File: config.mk
export PLATFORM = sky130hd
export DESIGN_NAME = id_ex_operand_stage
export DESIGN_NICKNAME = d
export VERILOG_FILES = /design/src/rtl/id_ex_operand_stage.sv
export SDC_FILE = /design/constraint.sdc
export NUM_CORES = 1
export LEC_CHECK = 0
export ABC_AREA = 1
export CAP_MARGIN = 30
export CORE_ASPECT_RATIO = 0.9
export CORE_MARGIN = 2
export CORE_UTILIZATION = 47
export DETAILED_ROUTE_END_ITERATION = 12
export GPL_TIMING_DRIVEN = 0
export MAX_ROUTING_LAYER = met4
export PLACE_DENSITY = 0.92
export SLEW_MARGIN = 20
export SYNTH_ARGS = -nofsm -noshare
export SYNTH_HDL_FRONTEND = slang
export SYNTH_SLANG_ARGS = --single-unit
File: constraint.sdc
create_clock -name clk -period 4.6 [get_ports clk]
set_clock_uncertainty 0.1 [all_clocks]
set_input_delay 0.92 -clock clk [delete_from_list [all_inputs] [get_ports clk]]
set_output_delay 0.92 -clock clk [all_outputs]
set_load 0.01 [all_outputs]
File: src/rtl/id_ex_operand_stage.sv
// rtl/id_ex_operand_stage.sv - ID/EX pipeline register with forwarding, ALU decode and operand select
module id_ex_operand_stage #(
  parameter int DATA_W = 32,
  parameter int REG_AW = 5
) (
  input  logic              clk,
  input  logic              reset_n,
  input  logic              id_valid,
  input  logic              id_stall,
  input  logic              id_flush,
  input  logic [DATA_W-1:0] id_rs_data,
  input  logic [DATA_W-1:0] id_rt_data,
  input  logic [REG_AW-1:0] id_rs_addr,
  input  logic [REG_AW-1:0] id_rt_addr,
  input  logic [REG_AW-1:0] id_dst_addr,
  input  logic              id_reg_write,
  input  logic [15:0]       id_imm,
  input  logic [4:0]        id_shamt,
  input  logic [5:0]        id_funct,
  input  logic [2:0]        id_alu_op,
  input  logic              id_alu_src,
  input  logic              mem_reg_write,
  input  logic [REG_AW-1:0] mem_dst_addr,
  input  logic [DATA_W-1:0] mem_result,
  input  logic              wb_reg_write,
  input  logic [REG_AW-1:0] wb_dst_addr,
  input  logic [DATA_W-1:0] wb_result,
  output logic [DATA_W-1:0] alu_data_a,
  output logic [DATA_W-1:0] alu_data_b,
  output logic [3:0]        alu_operation,
  output logic              ex_valid,
  output logic              ex_reg_write,
  output logic [REG_AW-1:0] ex_dst_addr,
  output logic [DATA_W-1:0] ex_store_data,
  output logic              ex_illegal
);

  localparam logic [2:0] OP_RTYPE = 3'b010;

  logic              r_valid;
  logic              r_reg_write;
  logic [REG_AW-1:0] r_dst_addr;
  logic [REG_AW-1:0] r_rs_addr;
  logic [REG_AW-1:0] r_rt_addr;
  logic [DATA_W-1:0] r_rs_data;
  logic [DATA_W-1:0] r_rt_data;
  logic [15:0]       r_imm;
  logic [4:0]        r_shamt;
  logic [5:0]        r_funct;
  logic [2:0]        r_alu_op;
  logic              r_alu_src;

  always_ff @(posedge clk or negedge reset_n) begin
    if (!reset_n) begin
      r_valid     <= 1'b0;
      r_reg_write <= 1'b0;
      r_dst_addr  <= '0;
      r_rs_addr   <= '0;
      r_rt_addr   <= '0;
      r_rs_data   <= '0;
      r_rt_data   <= '0;
      r_imm       <= '0;
      r_shamt     <= '0;
      r_funct     <= '0;
      r_alu_op    <= '0;
      r_alu_src   <= 1'b0;
    end else if (id_flush) begin
      r_valid     <= 1'b0;
      r_reg_write <= 1'b0;
      r_dst_addr  <= '0;
      r_rs_addr   <= '0;
      r_rt_addr   <= '0;
      r_rs_data   <= '0;
      r_rt_data   <= '0;
      r_imm       <= '0;
      r_shamt     <= '0;
      r_funct     <= '0;
      r_alu_op    <= '0;
      r_alu_src   <= 1'b0;
    end else if (!id_stall) begin
      r_valid     <= id_valid;
      r_reg_write <= id_reg_write;
      r_dst_addr  <= id_dst_addr;
      r_rs_addr   <= id_rs_addr;
      r_rt_addr   <= id_rt_addr;
      r_rs_data   <= id_rs_data;
      r_rt_data   <= id_rt_data;
      r_imm       <= id_imm;
      r_shamt     <= id_shamt;
      r_funct     <= id_funct;
      r_alu_op    <= id_alu_op;
      r_alu_src   <= id_alu_src;
    end
  end

  // MEM is the younger producer, so it wins over WB; register 0 is hardwired.
  logic              w_mem_rs_hit;
  logic              w_wb_rs_hit;
  logic              w_mem_rt_hit;
  logic              w_wb_rt_hit;
  logic [DATA_W-1:0] w_fwd_rs;
  logic [DATA_W-1:0] w_fwd_rt;

  assign w_mem_rs_hit = mem_reg_write && (mem_dst_addr != '0) && (mem_dst_addr == r_rs_addr);
  assign w_wb_rs_hit  = wb_reg_write  && (wb_dst_addr  != '0) && (wb_dst_addr  == r_rs_addr);
  assign w_mem_rt_hit = mem_reg_write && (mem_dst_addr != '0) && (mem_dst_addr == r_rt_addr);
  assign w_wb_rt_hit  = wb_reg_write  && (wb_dst_addr  != '0) && (wb_dst_addr  == r_rt_addr);

  assign w_fwd_rs = w_mem_rs_hit ? mem_result : (w_wb_rs_hit ? wb_result : r_rs_data);
  assign w_fwd_rt = w_mem_rt_hit ? mem_result : (w_wb_rt_hit ? wb_result : r_rt_data);

  logic              w_zero_ext;
  logic [DATA_W-1:0] w_ext_imm;

  assign w_zero_ext = (r_alu_op == 3'b011) || (r_alu_op == 3'b100) || (r_alu_op == 3'b101);
  assign w_ext_imm  = w_zero_ext ? {{(DATA_W-16){1'b0}}, r_imm}
                                 : {{(DATA_W-16){r_imm[15]}}, r_imm};

  logic [3:0] w_op;
  logic       w_known;
  logic       w_fixed_shift;
  logic       w_var_shift;

  always_comb begin
    w_op          = 4'b0010;
    w_known       = 1'b1;
    w_fixed_shift = 1'b0;
    w_var_shift   = 1'b0;
    case (r_alu_op)
      3'b000: w_op = 4'b0010;
      3'b001: w_op = 4'b0011;
      3'b011: w_op = 4'b0000;
      3'b100: w_op = 4'b0001;
      3'b101: w_op = 4'b1101;
      3'b110: w_op = 4'b0111;
      3'b111: w_op = 4'b1001;
      default: begin
        case (r_funct)
          6'b100000: w_op = 4'b0010;
          6'b100001: w_op = 4'b0011;
          6'b100010: w_op = 4'b0110;
          6'b100011: w_op = 4'b0100;
          6'b100100: w_op = 4'b0000;
          6'b100101: w_op = 4'b0001;
          6'b100110: w_op = 4'b1101;
          6'b100111: w_op = 4'b1100;
          6'b101010: w_op = 4'b0111;
          6'b101011: w_op = 4'b1001;
          6'b000000: begin w_op = 4'b1000; w_fixed_shift = 1'b1; end
          6'b000010: begin w_op = 4'b1010; w_fixed_shift = 1'b1; end
          6'b000011: begin w_op = 4'b1011; w_fixed_shift = 1'b1; end
          6'b000100: begin w_op = 4'b1000; w_var_shift   = 1'b1; end
          6'b000110: begin w_op = 4'b1010; w_var_shift   = 1'b1; end
          6'b000111: begin w_op = 4'b1011; w_var_shift   = 1'b1; end
          default: begin
            w_op    = 4'b0011;
            w_known = 1'b0;
          end
        endcase
      end
    endcase
  end

  logic w_illegal;

  assign w_illegal = r_valid && (r_alu_op == OP_RTYPE) && !w_known;

  assign alu_operation = w_op;
  assign alu_data_a    = w_fixed_shift ? DATA_W'(r_shamt)
                       : w_var_shift   ? DATA_W'(w_fwd_rs[4:0])
                       : w_fwd_rs;
  assign alu_data_b    = (w_fixed_shift || w_var_shift || !r_alu_src) ? w_fwd_rt : w_ext_imm;
  assign ex_store_data = w_fwd_rt;
  assign ex_valid      = r_valid;
  assign ex_dst_addr   = r_dst_addr;
  assign ex_illegal    = w_illegal;
  assign ex_reg_write  = r_reg_write && r_valid && !w_illegal;

endmodule

==> results of run 1 <==
-- logic make-up after synthesis --
logic type / Yosys count / synth area share, %
simple gates: 750 / 46.1
buf+inv: 179 / 9.76
flops: 112 / 36.6
compound gates: 85 / 5.69
xor+xnor: 16 / 1.83
-- registers in the layout, summed over array words and instances, names as in the netlist --
name	flops
r_rs_data	32
r_rt_data	32
r_imm	16
r_funct	6
ex_dst_addr	5
r_rs_addr	5
r_rt_addr	5
r_shamt	5
r_alu_op	3
ex_valid	1
r_alu_src	1
r_reg_write	1
-- worst paths after layout --
check / from / endpoint / slack, ns
min: reset_n / r_imm[5]$_DFFE_PN0P_ / 0.39
min in group clk: r_rs_data[26]$_DFFE_PN0P_ / r_rs_data[26]$_DFFE_PN0P_ / 0.41
max reg2reg: r_alu_op[2]$_DFFE_PN0P_ / r_alu_op[2]$_DFFE_PN0P_ / 3.68
max: wb_dst_addr[2] / alu_data_b[10] / 0.05
min reg2reg: r_rs_data[26]$_DFFE_PN0P_ / r_rs_data[26]$_DFFE_PN0P_ / 0.41
max in group asynchronous: reset_n / r_rt_data[27]$_DFFE_PN0P_ / 3.33
-- routing by layer --
layer | share of wire, % | global-route usage, %
met1 | 40 | 47.8
met2 | 45 | 58.7
met3 | 10 | 6.97
met4 | 4.3 | 14.2
met5 | 0 | -
-- power by group --
part           total (mW)  switching [mW]  internal, mW
Sequential           1.09          0.0478          1.05
Clock               0.830           0.387         0.443
Combinational       0.934           0.496         0.437
Total                2.86           0.931          1.93
-- what timing repair did --
action                                  CTS  global route
endpoints found under the setup margin   47            33
pin swaps                                 0             1
buffers inserted                          0             1
hold endpoints to repair                  0             0
resized for setup                         1             2
-- through the flow --
step                      std cells  utilization [%]  instance area [µm²]
after global placement         1647             68.0                10900
after floorplan                1142                -                 7650
after CTS                      1664             70.1                11200
final                          1665             70.2                11300
after detailed placement       1648             68.2                10900
after global routing           1665             70.2                11300
-- area by class of cell --
class,count,area (µm²)
plain buffers,90,410
clock buffers,11,243
clock inverters,5,65.1
fillers,1342,4770
inverters,89,337
multi-input cells,851,4120
flip-flops and latches,112,2800
well taps,207,259
repair buffers,300,3020
-- placed cells by master (no fill, tap or decap), types with 2 or more instances in the layout --
| cell | netlist | final |
|---|---|---|
| buf_1 | 5 | 5 |
| inv_2 | 6 | 6 |
| clkinvlp_4 | 0 | 2 |
| nand2_2 | 3 | 3 |
| nor2_2 | 3 | 3 |
| nor2_4 | 2 | 3 |
| buf_6 | 4 | 5 |
| o21ai_0 | 80 | 80 |
| and2_1 | 33 | 33 |
| nor3_2 | 2 | 2 |
| o21ai_2 | 2 | 2 |
| clkdlybuf4s50_1 | 0 | 297 |
| buf_2 | 34 | 34 |
| clkbuf_1 | 47 | 48 |
| nand3_1 | 411 | 411 |
| clkbuf_16 | 0 | 9 |
| nor3_1 | 3 | 3 |
| inv_1 | 82 | 82 |
| nor2_1 | 20 | 19 |
| nand3b_1 | 2 | 2 |
| dfrtp_1 | 112 | 112 |
| xor2_1 | 7 | 7 |
| nand2_1 | 264 | 264 |
| nand3_4 | 2 | 2 |
| xnor2_1 | 9 | 9 |
==> run_results.csv, run 1 <==
group,metric,value,unit
layout,diodes,0,
detailed_routing,antenna_left,0,
timing,maxSlewViolCount,0,
timing,fin_crit,4.55,ns
power,p_total,2.86,mW
synthesis,synth_nets,1334,
worst_setup_path,crit_required,3.58,ns
synthesis,ys_ff_latch,112,
worst_setup_path,worstRegToRegCells,2,
power,p_per_area,254,nW/µm²
layout,finalNetCount,1645,
floorplan,io_pins,300,
worst_setup_path,cp-end-kind,"primary output",
floorplan,rows,44,
clocking,insertion_delay,0.36,ns
timing,finalSetupViolCount,0,
detailed_routing,drt_iter0_drc,1018,
global_routing,grt_pass1_wl,49300,µm
clocking,cts_buffers,9,
timing,worstMarginPinSlew,0.943,ns
detailed_routing,drc,0,
synthesis,synth-edff-count,0,
worst_setup_path,crit_family,"simple AND/OR/NAND/NOR gates",
placement,numPortBuffers,298,
timing,final.setup.tns,0,ns
synthesis,async_flop_share,100,%
job,cap_violations,0,
min_path,worstHoldPathType,"in2async",
clocking,clkTransAtPathRegs,0.08,ns
clocking,cts_root_buf,"clkbuf_16",
worst_setup_path,crit_chain,"clkdlybuf4s50_1 > nor2_1 > nand3_1 > nand2_1 > nor2_2 > nand2_2 > buf_2 > nand2_1 > nand3_1 > nand3_1 > nand2_1 > clkdlybuf4s50_1",
placement,finalWeightedCongestion,0.997,
timing,slew_headroom,37.1,%
synthesis,synth_top_area_share,36.6,%
clocking,cts_max_level,3,
global_routing,grt_usage,37.2,%
worst_setup_path,critPathArrivalTime,3.53,ns
synthesis,syn-cell-area,7650,µm²
global_routing,grt_max_degree,62,
run_status,status,"finished, final reports clean",
synthesis,yosysMostFrequentCell,"nand3_1",
timing,hold-worst-slack,0.391,ns
synthesis,synth.distinct_cells,31,
layout,areaGrowthSynthToFinish,47.0,%
detailed_routing,wirelength,32200,µm
worst_setup_path,worst_setup_path_start_kind,"primary input",
floorplan,die-area,17300,µm²
timing,hold_viol,0,
floorplan,die_width,139,µm
global_routing,antenna_found_initial,0,
clocking,hold_buffers,0,
clocking,tritoncts,"yes",
timing,rsz0062_at_grt,"false",
worst_setup_path,slowest_delay,0.56,ns
worst_setup_path,cp_max_fo,10,
floorplan,core,16000,µm²
clocking,cts_buffer_depth,2,
synthesis,postSynthAreaPerCell,6.70,µm²
layout,drive_gt1_share,5.62,%
timing,fmax,220,MHz
global_routing,grt_pass1_vias,9168,
worst_setup_path,path_buf_inv,3,
synthesis,synth_top_flop_cell,"dfrtp_1",
timing,fin_crit_sh,98.9,%
synthesis,synth_commonest_cells,"nand3_1, nand2_1, dfrtp_1, inv_1, o21ai_0",
clocking,cts.sinks,112,
floorplan,die_h,125,µm
detailed_routing,wl_per_cell,19.3,µm
synthesis,synthTopCellsByArea,"dfrtp_1, nand3_1, nand2_1, o21ai_0, inv_1",
power,ir_worst_vdd,265,µV
placement,dp_slack,-0.121,ns
worst_setup_path,critPathKind,"in2out",
floorplan,start_util,47.8,%
placement,dp_hpwl,24600,µm
worst_setup_path,crit_cells,12,
global_routing,grt_remaining_overflow,0,
synthesis,syn_inst,1142,
timing,fin_ws,0.0506,ns
synthesis,synth_top_area_cell,"dfrtp_1",
detailed_routing,vias,9742,
detailed_routing,vias_per_cell,5.85,
detailed_routing,firstDrtPassIters,8,
synthesis,yosysSeqAreaShare,36.6,%
worst_setup_path,crit_slowest_cell,"clkdlybuf4s50_1",
synthesis,yosysWarnings,0,
power,p_leak,5.32,nW
(Power assumes the default switching activity.)
==> inputs of run 2 (changes only) <==
--- a/config.mk
+++ b/config.mk
@@ -12,8 +12,9 @@
 export CORE_UTILIZATION = 47
 export DETAILED_ROUTE_END_ITERATION = 12
 export GPL_TIMING_DRIVEN = 0
+export HOLD_SLACK_MARGIN = 0.08
 export MAX_ROUTING_LAYER = met4
-export PLACE_DENSITY = 0.92
+export PLACE_DENSITY = 0.84
 export SLEW_MARGIN = 20
 export SYNTH_ARGS = -nofsm -noshare
 export SYNTH_HDL_FRONTEND = slang
==> run 2 against run 1 <==
First-iteration DRC count shrank 1.3%; clock power down 3.1%; register-to-register slack about the same; critical path type unchanged; largest cell class unchanged; largest power group unchanged.
==> run_results.csv, run 2 (synthesis results as in run 1) <==
group,metric,value,unit
detailed_routing,wirelength,31200,µm
worst_setup_path,regToRegStartpoint,"r_funct[2]$_DFFE_PN0P_",
power,p_per_area,251,nW/µm²
floorplan,die-area,17300,µm²
worst_setup_path,critPathArrivalTime,3.46,ns
worst_setup_path,worst_setup_path_start_kind,"primary input",
clocking,cts.sinks,112,
detailed_routing,firstDrtPassIters,9,
global_routing,grt_pass1_vias,8912,
timing,fin_crit_sh,97.3,%
layout,final_cell_mix,"nand3_1, clkdlybuf4s50_1, nand2_1",
min_path,worstHoldPathType,"in2async",
layout,diodes,0,
global_routing,grt_remaining_overflow,0,
placement,numPortBuffers,298,
floorplan,start_util,47.8,%
clocking,cts_buffer_depth,2,
clocking,insertion_delay,0.36,ns
clocking,hold_buffers,0,
placement,finalWeightedCongestion,0.979,
layout,layout_commonest_cell,"nand3_1",
worst_setup_path,crit_required,3.58,ns
floorplan,die_h,125,µm
layout,fin_area,11200,µm²
timing,fmax,223,MHz
detailed_routing,antenna_left,0,
floorplan,core,16000,µm²
layout,drive_gt1_share,5.63,%
detailed_routing,vias_per_cell,5.68,
layout,multi_input_area,4120,µm²
clocking,clkTransAtPathRegs,0.07,ns
run_status,status,"finished, final reports clean",
worst_setup_path,r2r-end,"r_funct[2]$_DFFE_PN0P_",
clocking,cts_buffers,9,
floorplan,io_pins,300,
placement,dp_hpwl,24200,µm
global_routing,grt_usage,36.6,%
worst_setup_path,cp_max_fo,10,
worst_setup_path,critPathKind,"in2out",
detailed_routing,drc,0,
timing,rsz0062_at_grt,"false",
detailed_routing,wl_per_cell,18.8,µm
layout,areaGrowthSynthToFinish,46.8,%
timing,slew_headroom,47.0,%
power,p_total,2.82,mW
timing,maxSlewViolCount,0,
timing,fin_crit,4.48,ns
worst_setup_path,cp-end-kind,"primary output",
layout,regArea,2800,µm²
global_routing,grt_pass1_wl,48500,µm
global_routing,antenna_found_initial,0,
job,cap_violations,0,
detailed_routing,vias,9442,
power,ir_worst_vdd,247,µV
global_routing,grt_max_degree,70,
placement,placed_area,10900,µm²
worst_setup_path,rrSetupSlack,3.67,ns
detailed_routing,drt_iter0_drc,1005,
clocking,tritoncts,"yes",
timing,finalSetupViolCount,0,
timing,worstMarginPinSlew,0.795,ns
clocking,cts_root_buf,"clkbuf_16",
layout,reg_top3,"r_rs_data x32, r_rt_data x32, r_imm x16",
layout,finalNetCount,1644,
layout,fillerInstances,1387,
timing,final.setup.tns,0,ns
timing,hold_viol,0,
floorplan,die_width,139,µm
power,p_leak,5.32,nW
floorplan,rows,44,
worst_setup_path,worstRegToRegCells,2,
clocking,cts_max_level,3,
## run 2: worst max path at each step
stage                                       to  cells past startpoint       startpoint  slack, ns
global route                     alu_data_a[6]                     12   wb_dst_addr[0]       0.04
finish                          alu_data_b[10]                      9  mem_dst_addr[4]       0.12
CTS                             alu_data_b[10]                      9  mem_dst_addr[4]       0.07
floorplan                    ex_store_data[10]                      6  mem_dst_addr[3]       1.68
detailed placement              alu_data_b[10]                      9  mem_dst_addr[4]      -0.11
global placement    ex_dst_addr[0]$_DFFE_PN0P_                      1          reset_n      -1.93
## run 2: repair_timing
action	4_1_cts	5_1_grt
setup endpoints to repair	33	7
resized for setup	2	2
pin swaps	0	0
buffers inserted	0	0
## run 2: worst max-delay path, cell delays in order
cell and delay (ns):
clkdlybuf4s50_1 0.51, xor2_1 0.21, nor2_4 0.22, nand3b_1 0.32, buf_2 0.31, nand3_1 0.14, nand3_1 0.16, nand2_1 0.10
clkdlybuf4s50_1 0.53
## run 2: area by class of cell
class,count,area share [%]
Tap cell,207,2.31
Timing Repair Buffer,299,26.8
Clock buffer,9,2.01
Buffer,90,3.65
Sequential cell,112,25.0
Multi-Input combinational cell,851,36.7
Clock inverter,6,0.613
Inverter,89,3.00
## run 2: routing by layer
metal,up-vias,GRT usage [%],part of all wire [%]
met5,-,-,0
met4,0,11.8,3.4
met3,87,7.09,9.7
met2,592,57.0,46
met1,4343,48.3,41
li1,4420,-,-
## run 2: stage by stage
step	hold WS, ns	utilization, %	setup slack, ns	std cells
2_1_floorplan	0.376	-	1.68	1142
3_3_place_gp	0.391	68.0	-1.93	1647
3_5_place_dp	0.394	68.2	-0.114	1648
4_1_cts	0.390	70.1	0.0740	1663
5_1_grt	0.409	70.1	0.0396	1663
6_report	0.372	70.1	0.125	1663
## run 2: power breakdown
| part | switching (mW) | leakage, nW | internal, mW |
|---|---|---|---|
| registers | 0.0456 | 1.47 | 1.05 |
| logic | 0.491 | 3.70 | 0.437 |
| clock network | 0.381 | 0.142 | 0.423 |
| total | 0.917 | 5.32 | 1.91 |
